File: config.mk
export PLATFORM = sky130hd
export DESIGN_NAME = exp_idx_sel_pipe_flat
export DESIGN_NICKNAME = d
export VERILOG_FILES = /design/src/rtl/exp_idx_sel_pipe_pkg.sv /design/src/rtl/exp_idx_sel_pipe_if.sv /design/src/rtl/exp_idx_sel_pipe_penc.sv /design/src/rtl/exp_idx_sel_pipe.sv /design/src/flat_wrapper.sv
export SDC_FILE = /design/constraint.sdc
export NUM_CORES = 1
export LEC_CHECK = 0
export BUFFER_PORTS_ARGS = -buffer_cell sky130_fd_sc_hd__buf_2
export CORE_UTILIZATION = 40
export CTS_BUF_LIST = sky130_fd_sc_hd__clkbuf_4
export CTS_CLUSTER_SIZE = 25
export DETAILED_ROUTE_END_ITERATION = 10
export HOLD_SLACK_MARGIN = 0.03
export PLACE_DENSITY = 0.62
export SLEW_MARGIN = 10
export SYNTH_ARGS = -nofsm -noshare
export SYNTH_HDL_FRONTEND = slang
export SYNTH_SLANG_ARGS = --single-unit
File: constraint.sdc
create_clock -name clk -period 5.3 [get_ports clk]
set_clock_uncertainty 0.1 [all_clocks]
set_input_delay 1.06 -clock clk [delete_from_list [all_inputs] [get_ports clk]]
set_output_delay 1.06 -clock clk [all_outputs]
set_load 0.03 [all_outputs]
File: src/rtl/exp_idx_sel_pipe_pkg.sv
// Shared constants for the exponent range-index selector: default threshold
// table, reset-value helper and the reserved above-range index code.
package exp_sel_pkg;

  localparam int NUM_TH_DEF = 10;
  localparam int CMP_W_DEF  = 11;

  localparam logic [31:0] TH_DEFAULT [NUM_TH_DEF] =
    '{32'd830, 32'd456, 32'd241, 32'd124, 32'd63,
      32'd31,  32'd15,  32'd7,   32'd3,   32'd1};

  localparam int IDX_OVF = 0;

  // Tuned table for the 10x11 datapath, otherwise th[j] = 2^(NUM_TH-j)-1.
  function automatic logic [31:0] th_reset_val(input int num_th, input int cmp_w, input int j);
    logic [31:0] v;
    if (num_th == NUM_TH_DEF && cmp_w == CMP_W_DEF) begin
      v = TH_DEFAULT[j[3:0]];
    end else begin
      v = (32'd1 << (num_th - j)) - 32'd1;
    end
    if (cmp_w < 32) begin
      v = v & ((32'd1 << cmp_w) - 32'd1);
    end
    return v;
  endfunction

endpackage

File: src/rtl/exp_idx_sel_pipe_if.sv
// Operand/result handshake and threshold config port of the range-index selector.
// out_ovf exists only when EXP_IDX_SEL_OVF_EN is defined.
interface exp_idx_sel_pipe_if #(
  parameter int DATA_W = 15,
  parameter int CMP_W  = 11,
  parameter int IDX_W  = 5,
  parameter int ADDR_W = 4
);
  logic              in_valid;
  logic              in_ready;
  logic [DATA_W-1:0] in_data;
  logic              out_valid;
  logic              out_ready;
  logic [IDX_W-1:0]  out_idx;
`ifdef EXP_IDX_SEL_OVF_EN
  logic              out_ovf;
`endif
  logic              cfg_we;
  logic [ADDR_W-1:0] cfg_addr;
  logic [CMP_W-1:0]  cfg_wdata;
  logic [CMP_W-1:0]  cfg_rdata;
  logic              cfg_order_err;

  modport master (
    output in_valid, in_data, out_ready, cfg_we, cfg_addr, cfg_wdata,
`ifdef EXP_IDX_SEL_OVF_EN
    input  out_ovf,
`endif
    input  in_ready, out_valid, out_idx, cfg_rdata, cfg_order_err
  );

  modport slave (
    input  in_valid, in_data, out_ready, cfg_we, cfg_addr, cfg_wdata,
`ifdef EXP_IDX_SEL_OVF_EN
    output out_ovf,
`endif
    output in_ready, out_valid, out_idx, cfg_rdata, cfg_order_err
  );
endinterface

File: src/rtl/exp_idx_sel_pipe_penc.sv
// Priority encoder: lowest set bit j yields j+1; an all-zero vector yields NUM_TH+1.
module exp_idx_penc #(
  parameter int NUM_TH = 10,
  parameter int IDX_W  = 5
) (
  input  logic [NUM_TH-1:0] vec_i,
  output logic [IDX_W-1:0]  idx_o
);

  always_comb begin
    idx_o = IDX_W'(NUM_TH + 1);
    for (int j = NUM_TH - 1; j >= 0; j--) begin
      if (vec_i[j]) idx_o = IDX_W'(j + 1);
    end
  end

endmodule

File: src/rtl/exp_idx_sel_pipe.sv
// Two-stage range-index selector: stage 1 compares against the threshold table,
// stage 2 priority-encodes. Optional EXP_IDX_SEL_OVF_EN flags nonzero upper bits.
// rst_n asserts asynchronously; its release is expected to be synchronised upstream.
module exp_idx_sel_pipe
  import exp_sel_pkg::*;
#(
  parameter int DATA_W = 15,
  parameter int CMP_W  = 11,
  parameter int NUM_TH = 10,
  parameter int IDX_W  = 5,
  parameter int ADDR_W = 4
) (
  input  logic              clk,
  input  logic              rst_n,
  exp_idx_sel_pipe_if.slave bus
);

  logic [CMP_W-1:0]  th_q [NUM_TH];
  logic [CMP_W-1:0]  th_d [NUM_TH];
  logic              s1_valid_q, s1_valid_d;
  logic [NUM_TH-1:0] cmp_q, cmp_d, cmp_new;
  logic              out_valid_q, out_valid_d;
  logic [IDX_W-1:0]  out_idx_q, out_idx_d, penc_idx;
  logic              order_err_q, order_err_d;
  logic [NUM_TH-2:0] ord_bad;
  logic              adv1, adv2;
  logic [CMP_W-1:0]  op_lo;
  logic [CMP_W-1:0]  rdata;

  assign op_lo = bus.in_data[CMP_W-1:0];

  genvar gi;
  generate
    for (gi = 0; gi < NUM_TH; gi++) begin : g_cmp
      assign cmp_new[gi] = op_lo > th_q[gi];
    end
    for (gi = 0; gi < NUM_TH - 1; gi++) begin : g_ord
      assign ord_bad[gi] = th_q[gi] <= th_q[gi+1];
    end
  endgenerate

  assign order_err_d = |ord_bad;

`ifdef EXP_IDX_SEL_OVF_EN
  logic ovf_q, ovf_d, out_ovf_q, out_ovf_d, ovf_new;
  generate
    if (DATA_W > CMP_W) begin : g_ovf
      assign ovf_new = |bus.in_data[DATA_W-1:CMP_W];
    end else begin : g_no_ovf
      assign ovf_new = 1'b0;
    end
  endgenerate
`else
  generate
    if (DATA_W > CMP_W) begin : g_hi_ignored
      logic unused_hi;
      assign unused_hi = ^bus.in_data[DATA_W-1:CMP_W];
    end
  endgenerate
`endif

  exp_idx_penc #(
    .NUM_TH (NUM_TH),
    .IDX_W  (IDX_W)
  ) u_penc (
    .vec_i (cmp_q),
    .idx_o (penc_idx)
  );

  // in_ready depends only on registered state and out_ready.
  always_comb begin
    adv2        = !out_valid_q || bus.out_ready;
    adv1        = !s1_valid_q || adv2;
    s1_valid_d  = s1_valid_q;
    cmp_d       = cmp_q;
    out_valid_d = out_valid_q;
    out_idx_d   = out_idx_q;
`ifdef EXP_IDX_SEL_OVF_EN
    ovf_d       = ovf_q;
    out_ovf_d   = out_ovf_q;
`endif
    if (adv1) begin
      s1_valid_d = bus.in_valid;
      if (bus.in_valid) begin
        cmp_d = cmp_new;
`ifdef EXP_IDX_SEL_OVF_EN
        ovf_d = ovf_new;
`endif
      end
    end
    if (adv2) begin
      out_valid_d = s1_valid_q;
      if (s1_valid_q) begin
        out_idx_d = penc_idx;
`ifdef EXP_IDX_SEL_OVF_EN
        if (ovf_q) out_idx_d = IDX_W'(IDX_OVF);
        out_ovf_d = ovf_q;
`endif
      end
    end
  end

  always_comb begin
    for (int j = 0; j < NUM_TH; j++) begin
      th_d[j] = th_q[j];
    end
    if (bus.cfg_we) begin
      for (int j = 0; j < NUM_TH; j++) begin
        if (bus.cfg_addr == ADDR_W'(j)) th_d[j] = bus.cfg_wdata;
      end
    end
  end

  always_comb begin
    rdata = '0;
    for (int j = 0; j < NUM_TH; j++) begin
      if (bus.cfg_addr == ADDR_W'(j)) rdata = th_q[j];
    end
  end

  always_ff @(posedge clk or negedge rst_n) begin
    if (!rst_n) begin
      for (int j = 0; j < NUM_TH; j++) begin
        th_q[j] <= CMP_W'(th_reset_val(NUM_TH, CMP_W, j));
      end
      s1_valid_q  <= 1'b0;
      cmp_q       <= '0;
      out_valid_q <= 1'b0;
      out_idx_q   <= '0;
      order_err_q <= 1'b0;
    end else begin
      for (int j = 0; j < NUM_TH; j++) begin
        th_q[j] <= th_d[j];
      end
      s1_valid_q  <= s1_valid_d;
      cmp_q       <= cmp_d;
      out_valid_q <= out_valid_d;
      out_idx_q   <= out_idx_d;
      order_err_q <= order_err_d;
    end
  end

`ifdef EXP_IDX_SEL_OVF_EN
  always_ff @(posedge clk or negedge rst_n) begin
    if (!rst_n) begin
      ovf_q     <= 1'b0;
      out_ovf_q <= 1'b0;
    end else begin
      ovf_q     <= ovf_d;
      out_ovf_q <= out_ovf_d;
    end
  end
  assign bus.out_ovf = out_ovf_q;
`endif

  assign bus.in_ready      = adv1;
  assign bus.out_valid     = out_valid_q;
  assign bus.out_idx       = out_idx_q;
  assign bus.cfg_rdata     = rdata;
  assign bus.cfg_order_err = order_err_q;

endmodule

File: src/flat_wrapper.sv
// flat-port wrapper written by rule: the top's interface ports become plain ports
module exp_idx_sel_pipe_flat import exp_sel_pkg::*;
#(
  parameter int DATA_W = 15,
  parameter int CMP_W  = 11,
  parameter int NUM_TH = 10,
  parameter int IDX_W  = 5,
  parameter int ADDR_W = 4
)
  (clk, rst_n, bus_in_valid, bus_in_data, bus_out_ready, bus_cfg_we, bus_cfg_addr, bus_cfg_wdata, bus_in_ready, bus_out_valid, bus_out_idx, bus_cfg_rdata, bus_cfg_order_err);
  exp_idx_sel_pipe_if #(.DATA_W(DATA_W), .CMP_W(CMP_W), .IDX_W(IDX_W), .ADDR_W(ADDR_W)) bus_i ();
  input  logic clk;
  input  logic rst_n;
  input wire logic [$bits(bus_i.in_valid)-1:0] bus_in_valid;
  input wire logic [$bits(bus_i.in_data)-1:0] bus_in_data;
  input wire logic [$bits(bus_i.out_ready)-1:0] bus_out_ready;
  input wire logic [$bits(bus_i.cfg_we)-1:0] bus_cfg_we;
  input wire logic [$bits(bus_i.cfg_addr)-1:0] bus_cfg_addr;
  input wire logic [$bits(bus_i.cfg_wdata)-1:0] bus_cfg_wdata;
  output wire logic [$bits(bus_i.in_ready)-1:0] bus_in_ready;
  output wire logic [$bits(bus_i.out_valid)-1:0] bus_out_valid;
  output wire logic [$bits(bus_i.out_idx)-1:0] bus_out_idx;
  output wire logic [$bits(bus_i.cfg_rdata)-1:0] bus_cfg_rdata;
  output wire logic [$bits(bus_i.cfg_order_err)-1:0] bus_cfg_order_err;
  assign bus_i.in_valid = bus_in_valid;
  assign bus_i.in_data = bus_in_data;
  assign bus_i.out_ready = bus_out_ready;
  assign bus_i.cfg_we = bus_cfg_we;
  assign bus_i.cfg_addr = bus_cfg_addr;
  assign bus_i.cfg_wdata = bus_cfg_wdata;
  assign bus_in_ready = bus_i.in_ready;
  assign bus_out_valid = bus_i.out_valid;
  assign bus_out_idx = bus_i.out_idx;
  assign bus_cfg_rdata = bus_i.cfg_rdata;
  assign bus_cfg_order_err = bus_i.cfg_order_err;
  exp_idx_sel_pipe #(.DATA_W(DATA_W), .CMP_W(CMP_W), .NUM_TH(NUM_TH), .IDX_W(IDX_W), .ADDR_W(ADDR_W)) u_core (.clk(clk), .rst_n(rst_n), .bus(bus_i));
endmodule
Word level (Yosys, flattened, before mapping)
Index checks and enable logic that the tools add are counted.
{ "totals": {"input_bits": 35, "ram_bits": 0, "elab_cells": 81, "rom_bits": 0, "latch_bits": 0, "memories": 0, "register_bits": 128} }
{ "op_classes": {"order_cmp": 19, "eq_ne": 9, "n_mul": 0, "n_reduce_logical": 18, "div_mod_pow": 0, "add_sub_neg": 0, "n_shift": 0, "mux": 20, "bitwise": 0} }
{ "ops": {"columns": ["operator", "n"], "rows": [
  ["> comparator 11 bit", 10],
  ["2-to-1 mux 11 bit", 10],
  ["less-or-equal comparator 11 bit", 9],
  ["2-to-1 mux 5 bit", 9],
  ["AND reduction 2 bit", 12],
  ["equality test 4 x 3 -> 1 bit (second input constant)", 4],
  ["OR reduction 9 bit", 1],
  ["equality test 4 x 2 -> 1 bit (second input constant)", 2],
  ["equality test 4 bit (second input constant)", 2],
  ["equality test 4 x 1 -> 1 bit (second input constant)", 1],
  ["zero test 4 bit", 1],
  ["zero test 1 bit", 2],
  ["logical OR 1 bit", 2],
  ["2-to-1 mux 1 bit", 1]
]} }

Longest topological paths before layout
Gate-level depths: netlist of run 1.
{ "logic_depth": {"word_depth": 11, "mapped_depth": 8, "ltp_nobuf": 8} }

Modules after synthesis
Synthesis of run 1 repeated with hierarchy kept, for this count alone.
{ "hier_totals": {"hier_cells": 1163, "area_unflattened_um2": 10795.4} }
{ "modules_own_cells": {"columns": ["module", "seq_area_each_um2", "area_per_inst_um2", "n_inst", "cells_each"], "rows": [
  ["exp_idx_sel_pipe", 3255.6, 10694.0, 1, 1146],
  ["exp_idx_penc", 0.0, 101.3, 1, 17]
]} }

Least setup slack after synthesis of run 1
No wires, ideal clock.
{ "synth_timing": {"path_type": "input port to output port", "from": "input bus_cfg_addr[0]", "to": "output bus_cfg_rdata[7]", "path_buffers": 2, "path_stages": 5, "slack_ns": 1.875, "t_arrival_ns": 2.265, "cell_sequence": "buf_2 -> buf_6 -> mux4_2 -> nand2_1 -> nand3_1"} }
{ "synth_via": {"elab_chain_cells": 11, "elab_cells_between_ends": 20} }
{ "synth_lines": {"columns": ["element", "line", "rtl"], "rows": [
  ["start: declaration", "flat_wrapper.sv:18", "input wire logic [$bits(bus_i.cfg_addr)-1:0] bus_cfg_addr;"],
  ["zero test 4 bit", "exp_idx_sel_pipe.sv:117", "if (bus.cfg_addr == ADDR_W'(j)) rdata = th_q[j];"],
  ["2-to-1 mux 11 bit (9 in series)", "exp_idx_sel_pipe.sv:117", null],
  ["2-to-1 mux 11 bit *", "exp_idx_sel_pipe.sv:117", null],
  ["end: declaration", "flat_wrapper.sv:23", "output wire logic [$bits(bus_i.cfg_rdata)-1:0] bus_cfg_rdata;"]
]} }
Every way passes the cells marked *; elsewhere a longest branch is shown, timed or not.

Final worst setup path of run 1
{ "layout_timing": {"from": "input bus_cfg_addr[0]", "to": "output bus_cfg_rdata[10]"} }
Same word-level chain as after synthesis.

==> flow_metrics.py, run 1 <==
metrics = {
    "hold_path": {
        "hold_class": "flip-flop to flip-flop",
        "whs_endpoint": "u_core.cmp_q[9]$_DFFE_PN0P_",
        "min_from": "u_core.cmp_q[9]$_DFFE_PN0P_",
        "whs_path_depth": 2,
    },
    "die": {
        "die_x_um": 165,
        "coreArea_um2": 26000,
        "ios": 54,
        "die-area_um2": 27100,
        "die_h_um": 165,
        "initial_core_util": 0.408,
        "num_rows": 59,
    },
    "route": {
        "drtIter0Drc": 691,
        "vias": 8711,
        "ant_nets": 0,
        "wl_mm": 33.9,
        "drt-pass1-iter-count": 5,
        "viasPerCell": 5.95,
        "drc_errors": 0,
        "routedWlPerCell_um": 23.2,
    },
    "clock_network": {
        "cts_resized": 0,
        "numCtsBuffers": 17,
        "ctsHoldBuffers": 0,
        "clock_path_buffers": 2,
        "postCtsSetupBuffers": 0,
        "cts_tree": "built",
        "clkSlewWorstSetupHoldPaths_ns": 0.12,
        "htreeDepth": 4,
        "clock-sinks": 127,
        "clkLatencyLatePin_ns": 0.57,
        "cts-root-buf": "clkbuf_4",
    },
    "timing": {
        "finalSetupTns_ns": 0,
        "rsz0062_at_grt": "no",
        "timing.fmax_mhz": 241,
        "relSlewSlack": 0.253,
        "min_period_ns": 4.15,
        "layout_worst_path_cycle_share": 0.783,
        "report.final.slew_viol_count": 0,
        "worstMarginPinSlew_ns": 1.09,
        "finalHoldViolations": 0,
        "setup_violations": 0,
    },
    "critical_path": {
        "worst-r2r-cell-count": 8,
        "critPathRequiredTime_ns": 4.14,
        "regToRegSetupSlack_ns": 2.54,
        "r2r-start": "u_core.th_q[45]$_DFFE_PN1P_",
        "cp.arrival_ns": 2.99,
        "path_max_fanout": 19,
        "r2r-end": "u_core.bus.cfg_order_err$_DFF_PN0_",
        "crit_path_end_kind": "output port",
        "cp-start-kind": "primary input",
        "path_class": "primary input to output port",
    },
    "final_layout": {
        "final_cells": 1465,
        "nFillCells": 2561,
        "layout-drive-gt1-share": 0.151,
        "multi_input_area_um2": 6700,
        "ff_latch_area_um2": 3230,
        "nNetsFinal": 1360,
        "area_growth_pct": 6.97,
    },
    "global_routing": {
        "overflow": 0,
        "grt_start_max_net_pins": 102,
        "grtUsageTotal": 0.260,
        "antenna_found_initial": 1,
        "grt_pass1_wl_mm": 50.1,
        "first_global_vias": 8338,
    },
    "synth": {
        "async_flop_share": 1.00,
        "avgSynthCellArea_um2": 9.78,
        "synth_top_area_share": 0.247,
        "yosysSeqAreaShare": 0.305,
        "synth_edf_count": 0,
        "syn_area_um2": 10600,
        "syn_nets": 1327,
        "ys_warn_count": 0,
        "ys_ff_latch": 127,
        "synth_common_cells": "209 x ha_1, 122 x inv_1, 85 x dfrtp_1",
        "synthCells": 1083,
        "synth_area_leaders": "ha_1 25%, dfrtp_1 20%, dfstp_2 10%, mux2_1 7.4%, inv_1 4.3%",
        "synth_most_common_cell": "ha_1",
        "ys_types": 57,
        "synth_ff_type": "dfrtp_1",
        "synth_area_leader_cell": "ha_1",
    },
    "status": {
        "status": "finished clean",
    },
    "placed_design": {
        "portBuffers": 48,
        "dp_hpwl_mm": 25.8,
        "placed_cells": 1432,
        "finalWeightedCongestion": 0.958,
    },
    "pwr": {
        "p_per_area_nw_per_um2": 360,
        "cellLeakagePower_uw": 0.00535,
        "p_clk_frac": 0.152,
        "irDropWorstVdd_uv": 166,
        "p_int_uw": 2310,
        "switchingPower_uw": 1770,
        "swShare": 0.434,
        "seq_power_share": 0.394,
        "comb_power_share": 0.453,
    },
    "flow_run": {
        "maxCapViolCount": 0,
    },
}
## area by class of cell
cell class	instances	area share
antenna	1	0.000221
clock buffer	22	0.0146
clock inverter	10	0.00663
inverter	122	0.0404
multi-input combinational	796	0.592
sequential	127	0.285
tap	335	0.0370
timing repair buffer	52	0.0244
## cell usage in the layout (no fill, tap or decap), types with 18 or more instances in the layout
master / Yosys / routed
nor2_1: 52 / 52
nand3_1: 38 / 38
mux2_2: 29 / 29
nand4_1: 42 / 42
buf_2: 14 / 47
clkbuf_4: 0 / 22
dfstp_2: 42 / 42
nor3_1: 18 / 18
o21ai_0: 37 / 37
nand2_1: 71 / 71
inv_1: 122 / 122
ha_1: 209 / 209
mux2_1: 70 / 70
dfrtp_1: 85 / 85
a21o_1: 21 / 21
a21oi_1: 48 / 48
## layer usage
| metal | up-vias | routed length (µm) | track usage |
|---|---|---|---|
| li1 | 4057 | - | - |
| met1 | 4262 | 15700 | 0.367 |
| met2 | 322 | 14400 | 0.387 |
| met3 | 70 | 2460 | 0.0437 |
| met4 | 0 | 1320 | 0.115 |
| met5 | - | 0 | 0 |
## kinds of logic (layout without fill, tap and decap cells)
logic type      after synthesis  after routing  share of synthesized area
mux                         110            110                      0.129
buf+inv                     160            206                     0.0621
simple gates                265            265                      0.124
compound gates              211            211                      0.132
fa+ha+maj                   209            209                      0.247
flops                       127            127                      0.305
other cells                   1              2                   0.000354
## power by group through the flow
stage               Sequential (µW)  Clock (µW)  Combinational [µW]
floorplan                      1440           0                1340
global placement               1600           0                1780
detailed placement             1600           0                1830
CTS                            1580         636                1840
global route                   1620         673                2110
finish                         1610         621                1850
## worst max path at each step
stage | from | to | slack (ns) | depth (start not counted)
finish | bus_cfg_addr[0] | bus_cfg_rdata[10] | 1.15 | 6
global placement | bus_cfg_addr[0] | bus_cfg_rdata[10] | 1.24 | 6
floorplan | bus_cfg_addr[0] | bus_cfg_rdata[7] | 1.87 | 5
detailed placement | bus_cfg_addr[0] | bus_cfg_rdata[10] | 1.21 | 6
CTS | bus_cfg_addr[0] | bus_cfg_rdata[10] | 1.20 | 6
global route | bus_cfg_addr[0] | bus_cfg_rdata[0] | 0.99 | 6
## registers in the layout (all words and copies together) (netlist names)
name	cells
u_core.bus.cfg_order_err	1
u_core.cmp_q	10
u_core.s1_valid_q	1
u_core.bus.out_valid	1
u_core.th_q	110
u_core.bus.out_idx	4
## critical path, stage by stage
cell	delay, ns
buf_2	0.42
nand2b_1	0.15
nor2_1	0.65
a221oi_1	0.26
nand3_1	0.21
buf_2	0.22
## stage by stage
step,util,hold WS (ns),setup slack [ns],power [µW],area (µm²)
final,0.436,0.397,1.15,4070,11300
after global routing,0.436,0.425,0.995,4400,11300
after CTS,0.436,0.401,1.20,4060,11300
after detailed placement,0.427,0.373,1.21,3430,11100
after global placement,0.427,0.364,1.24,3380,11100
after floorplan,-,0.349,1.87,2780,10600
Power figures use the tool's default switching activity.
==> inputs of run 2 (changes only) <==
Settings changed: ABC_AREA set to 1.
Clock period 5.3 ns to 4 ns, I/O delays scaled along.
==> run 2 against run 1 <==
  * The flow now finishes with violations (DRC)
  * First-iteration DRC count grew 15%
  * Global-route usage shrank 0.75 points
  * Clock-buffer cell count shrank 5
  * Sequential cell count is the same
  * Synthesized cell count grew 35%
  * Worst setup slack lost 0.53 ns
  * Highest routed layer unchanged
  * Critical path depth grew 4
  * Register-to-register slack lost 0.75 ns
  * Total power grew 27%
==> flow_metrics.py, run 2 <==
metrics = {
    "die": {
        "ios": 54,
        "initial_core_util": 0.409,
        "num_rows": 59,
        "coreArea_um2": 26200,
        "die-area_um2": 27500,
        "die_x_um": 166,
        "die_h_um": 166,
    },
    "timing": {
        "worstMarginPinSlew_ns": 0.931,
        "setup_violations": 0,
        "rsz0062_at_grt": "no",
        "report.final.slew_viol_count": 0,
        "timing.fmax_mhz": 296,
        "finalHoldViolations": 0,
        "relSlewSlack": 0.377,
        "min_period_ns": 3.38,
        "finalSetupTns_ns": 0,
        "layout_worst_path_cycle_share": 0.845,
    },
    "synth": {
        "syn_area_um2": 10700,
        "synth_area_leaders": "ha_1 24%, dfrtp_1 20%, nand2_1 14%, dfstp_2 10%, inv_1 7.1%",
        "syn_nets": 1706,
        "synth_ff_type": "dfrtp_1",
        "synth_common_cells": "408 x nand2_1, 209 x ha_1, 203 x inv_1",
        "synth_edf_count": 0,
        "ys_types": 28,
        "synth_top_area_share": 0.244,
        "yosysSeqAreaShare": 0.301,
        "avgSynthCellArea_um2": 7.33,
        "ys_warn_count": 0,
        "synth_area_leader_cell": "ha_1",
        "ys_ff_latch": 127,
        "synthCells": 1462,
        "async_flop_share": 1.00,
        "synth_most_common_cell": "nand2_1",
    },
    "critical_path": {
        "crit_buf_inv": 3,
        "crit_path_top_delay_cell": "nand3_1",
        "r2r-start": "u_core.th_q[83]$_DFFE_PN1P_",
        "regToRegSetupSlack_ns": 1.79,
        "path_cells": "buf_2 -> inv_1 -> nor2_1 -> nand3_1 -> nor2_1 -> nor2_1 -> nand4_1 -> nand2_1 -> nand4_1 -> buf_2",
        "path_delay_family": "simple AND/OR/NAND/NOR gates",
        "path_max_fanout": 11,
        "critPathRequiredTime_ns": 3.10,
        "path_common_cell": "nor2_1",
        "cp.arrival_ns": 2.48,
        "crit_path_end_kind": "output port",
        "worst-r2r-cell-count": 10,
        "critPathLaunch": "bus_cfg_addr[1]",
        "cp-start-kind": "primary input",
        "cp_num_cells": 10,
        "path_class": "primary input to output port",
        "cpPeakStageDelay_ns": 0.41,
    },
    "placed_design": {
        "portBuffers": 48,
        "finalWeightedCongestion": 0.919,
        "dp_hpwl_mm": 25.6,
    },
    "clock_network": {
        "clkLatencyLatePin_ns": 0.59,
        "postCtsSetupBuffers": 0,
        "clock-sinks": 127,
        "cts-root-buf": "clkbuf_4",
        "clock_path_buffers": 2,
        "numCtsBuffers": 17,
        "htreeDepth": 4,
        "ctsHoldBuffers": 0,
        "cts_resized": 0,
        "cts_tree": "built",
        "clkSlewWorstSetupHoldPaths_ns": 0.12,
    },
    "final_layout": {
        "nNetsFinal": 1745,
        "ff_latch_area_um2": 3230,
        "largest_register_ffs": 110,
        "multi_input_area_um2": 6560,
        "nFillCells": 2629,
        "final_cell_mix": "408 x nand2_1, 209 x ha_1, 203 x inv_1",
        "final_util": 0.440,
        "regMostFlops": "u_core.th_q",
        "layout_commonest_cell": "nand2_1",
        "layout-drive-gt1-share": 0.0905,
        "area_growth_pct": 7.71,
    },
    "route": {
        "vias": 9819,
        "drc_errors": 6,
        "drtIter0Drc": 796,
        "drt-pass1-iter-count": 9,
        "routedWlPerCell_um": 18.3,
        "wl_mm": 33.8,
        "viasPerCell": 5.31,
        "ant_nets": 0,
    },
    "status": {
        "status": "complete, but fails checks",
        "violations": "DRC",
    },
    "global_routing": {
        "overflow": 0,
        "antenna_found_initial": 1,
        "grt_start_max_net_pins": 95,
        "grt_pass1_wl_mm": 52.2,
        "first_global_vias": 9040,
        "grtUsageTotal": 0.252,
    },
    "pwr": {
        "p_per_area_nw_per_um2": 448,
        "cellLeakagePower_uw": 0.00595,
        "irDropWorstVdd_uv": 173,
    },
    "flow_run": {
        "maxCapViolCount": 0,
    },
    "hold_path": {
        "hold_class": "primary input to async pin",
    },
}
run 2: final cells by class:
type / instances / area share
Inverter: 207 / 0.0673
Clock buffer: 17 / 0.0111
Multi-Input combinational cell: 1094 / 0.568
Tap cell: 335 / 0.0363
Sequential cell: 127 / 0.280
Antenna cell: 1 / 0.000217
Timing Repair Buffer: 54 / 0.0253
Clock inverter: 15 / 0.0118
run 2: layer usage:
layer,wire length (µm),vias to the layer above,track usage
met1,16600,4542,0.372
met3,1970,38,0.0292
met5,0,-,0
met2,14500,333,0.387
li1,-,4906,-
met4,703,0,0.0719
run 2: final timing paths:
| check | endpoint |
|---|---|
| min in group clk | u_core.bus.out_valid$_DFFE_PN0P_ |
| max in group asynchronous | u_core.th_q[94]$_DFFE_PN1P_ |
| hold / removal | u_core.th_q[62]$_DFFE_PN0P_ |
| setup / recovery | bus_cfg_rdata[10] |
| hold reg to reg | u_core.cmp_q[0]$_DFFE_PN0P_ |
| setup reg to reg | u_core.bus.cfg_order_err$_DFF_PN0_ |
run 2: kinds of logic after synthesis:
logic type / synth area share
buffers and inverters: 0.0866
AND/OR/NAND/NOR: 0.238
AO/OA/AOI/OAI: 0.130
adder cells (fa/ha/maj): 0.244
flip-flops: 0.301
other: 0.000350
run 2: through the flow:
| stage | cells | area (µm²) | hold slack [ns] | power, µW | worst slack, ns |
|---|---|---|---|---|---|
| global placement | 1817 | 11300 | 0.377 | 4170 | 0.688 |
| finish | 1850 | 11500 | 0.202 | 5170 | 0.621 |
| floorplan | 1462 | 10700 | 0.350 | 3530 | 1.31 |
| CTS | 1849 | 11500 | 0.216 | 5180 | 0.672 |
| detailed placement | 1817 | 11300 | 0.386 | 4270 | 0.679 |
| global route | 1850 | 11500 | 0.244 | 5670 | 0.489 |
run 2: where the power goes:
| part | switching [µW] | internal [µW] | total (µW) |
|---|---|---|---|
| Combinational | 1480 | 854 | 2330 |
| Clock | 589 | 316 | 905 |
| Sequential | 317 | 1620 | 1940 |
run 2: worst reg2reg max path, cell delays in order, from the launching register on:
cell and delay (ns):
dfstp_2 0.57, inv_1 0.08, ha_1 0.31, nand2_1 0.07, nor2_1 0.20, and2_1 0.17
nand2_1 0.05, nand3_1 0.09, nand2_1 0.06, nor2_1 0.21, nand4_1 0.20
==> inputs of run 3 (changes only) <==
Settings changed: ABC_AREA 1 to 0.
Clock period 4 ns to 3.4 ns, I/O delays scaled along.
==> run 3 against run 2 <==
  * The flow now finishes without violations
  * Via count down 11%
  * Cell count fell by 20%
  * Worst setup slack worse by 0.41 ns
  * Combinational power up 24%
  * First-iteration DRC count decreased by 9.3%
  * Total power is 28% higher
  * Design area fell by 0.22%
  * Register-to-register slack worse by 0.99 ns
  * Routed wire length is 2.1% higher
  * Sequential share of layout area grew 0.061 points
  * Critical path type unchanged
  * Largest power group unchanged
  * Highest routed layer unchanged
==> flow_metrics.py, run 3 (same netlist as run 1, synthesis figures left out) <==
metrics = {
    "final_layout": {
        "layout-drive-gt1-share": 0.161,
        "regMostFlops": "u_core.th_q",
        "nFillCells": 2514,
        "final_cell_mix": "209 x ha_1, 122 x inv_1, 85 x dfrtp_1",
        "area_growth_pct": 8.77,
        "largest_register_ffs": 110,
        "nNetsFinal": 1372,
        "layout_commonest_cell": "ha_1",
    },
    "critical_path": {
        "critPathRequiredTime_ns": 2.62,
        "cp.arrival_ns": 2.41,
        "cp-start-kind": "primary input",
        "critPathLaunch": "bus_cfg_addr[3]",
        "path_max_fanout": 12,
        "crit_path_end_kind": "output port",
        "path_common_cell": "buf_2",
        "crit_path_top_delay_cell": "nor2_1",
        "worst-r2r-cell-count": 8,
        "r2r-start": "u_core.th_q[45]$_DFFE_PN1P_",
        "cpPeakStageDelay_ns": 0.69,
        "crit_end": "bus_cfg_rdata[10]",
        "r2r-end": "u_core.bus.cfg_order_err$_DFF_PN0_",
        "path_class": "primary input to output port",
        "path_cells": "buf_2 -> nand2b_1 -> nor2_1 -> a221oi_1 -> nand3_1 -> buf_2",
        "regToRegSetupSlack_ns": 0.80,
    },
    "flow_run": {
        "maxCapViolCount": 0,
    },
    "route": {
        "vias": 8771,
        "wl_mm": 34.5,
        "viasPerCell": 5.93,
        "drc_errors": 0,
        "routedWlPerCell_um": 23.3,
        "drtIter0Drc": 722,
        "drt-pass1-iter-count": 7,
        "ant_nets": 0,
    },
    "timing": {
        "report.final.slew_viol_count": 0,
        "min_period_ns": 3.19,
        "relSlewSlack": 0.384,
        "finalHoldViolations": 0,
        "setup_slack_ns": 0.208,
        "layout_worst_path_cycle_share": 0.939,
        "timing.fmax_mhz": 313,
        "rsz0062_at_grt": "no",
        "setup_violations": 0,
        "worstMarginPinSlew_ns": 0.900,
        "finalSetupTns_ns": 0,
    },
    "die": {
        "die_h_um": 165,
        "die-area_um2": 27100,
        "num_rows": 59,
        "coreArea_um2": 26000,
        "initial_core_util": 0.408,
        "ios": 54,
        "die_x_um": 165,
    },
    "global_routing": {
        "first_global_vias": 8430,
        "grt_start_max_net_pins": 56,
        "grt_pass1_wl_mm": 51.7,
        "grtUsageTotal": 0.264,
        "antenna_found_initial": 1,
        "overflow": 0,
    },
    "clock_network": {
        "clock_path_buffers": 2,
        "clkLatencyLatePin_ns": 0.57,
        "clkSlewWorstSetupHoldPaths_ns": 0.13,
        "cts_resized": 0,
        "numCtsBuffers": 17,
        "htreeDepth": 4,
        "clock-sinks": 127,
        "cts_tree": "built",
        "cts-root-buf": "clkbuf_4",
    },
    "status": {
        "status": "finished clean",
    },
    "pwr": {
        "cellLeakagePower_uw": 0.00544,
        "p_per_area_nw_per_um2": 575,
        "irDropWorstVdd_uv": 225,
    },
    "hold_path": {
        "min_from": "bus_in_valid",
        "hold_class": "primary input to flip-flop",
    },
    "placed_design": {
        "post-place-ws_ns": 0.257,
        "finalWeightedCongestion": 1.00,
        "portBuffers": 48,
        "dp_hpwl_mm": 26.6,
    },
}
[run 3: cell type report]
type | instances | area (µm²) | share of cell area
Multi-Input combinational cell | 796 | 6700 | 0.582
Sequential cell | 127 | 3230 | 0.280
Inverter | 122 | 458 | 0.0398
Tap cell | 335 | 419 | 0.0364
Timing Repair Buffer | 64 | 382 | 0.0331
Clock inverter | 15 | 195 | 0.0169
Clock buffer | 17 | 128 | 0.0111
Antenna cell | 2 | 5.00 | 0.000435
[run 3: metal layers]
metal | wire (µm) | vias to the layer above | GRT usage
met1 | 15700 | 4295 | 0.368
met3 | 2530 | 51 | 0.0465
met2 | 15100 | 355 | 0.402
li1 | - | 4070 | -
met4 | 1180 | 0 | 0.108
met5 | 0 | - | 0
[run 3: repair_timing]
| item | 4_1_cts | 5_1_grt |
|---|---|---|
| hold buffers | 1 | 0 |
| setup buffers | 0 | 0 |
| hold endpoints to repair | 36 | 0 |
[run 3: through the flow]
| stage | instances | utilization | hold WS [ns] | power [µW] | instance area, µm² |
|---|---|---|---|---|---|
| after floorplan | 1083 | - | 0.284 | 4340 | 10600 |
| after global placement | 1443 | 0.430 | 0.371 | 5270 | 11200 |
| after detailed placement | 1443 | 0.430 | 0.368 | 5370 | 11200 |
| after CTS | 1476 | 0.443 | 0.196 | 6610 | 11500 |
| after global routing | 1477 | 0.443 | 0.220 | 7120 | 11500 |
| final | 1478 | 0.443 | 0.225 | 6620 | 11500 |
[run 3: critical path: cells and delay by family]
family | cells | cell delay (ns)
AOI/OAI and AO/OA | 1 | 0.24
buffers and inverters | 2 | 0.33
and+or+nand+nor | 3 | 1.15
[run 3: where the power goes]
part	internal (µW)	total, µW	switching (µW)
combinational	1270	2900	1640
clock	578	1220	640
sequential	1950	2500	550
[run 3: worst min-delay path by stage]
stage,end,slack (ns),depth (start not counted)
finish,u_core.s1_valid_q$_DFFE_PN0N_,0.23,2
global route,u_core.s1_valid_q$_DFFE_PN0N_,0.22,2
CTS,u_core.s1_valid_q$_DFFE_PN0N_,0.20,2
detailed placement,u_core.bus.out_idx[3]$_DFFE_PN0P_,0.37,2
global placement,u_core.bus.out_idx[2]$_DFFE_PN0P_,0.37,2
floorplan,u_core.bus.cfg_order_err$_DFF_PN0_,0.28,0
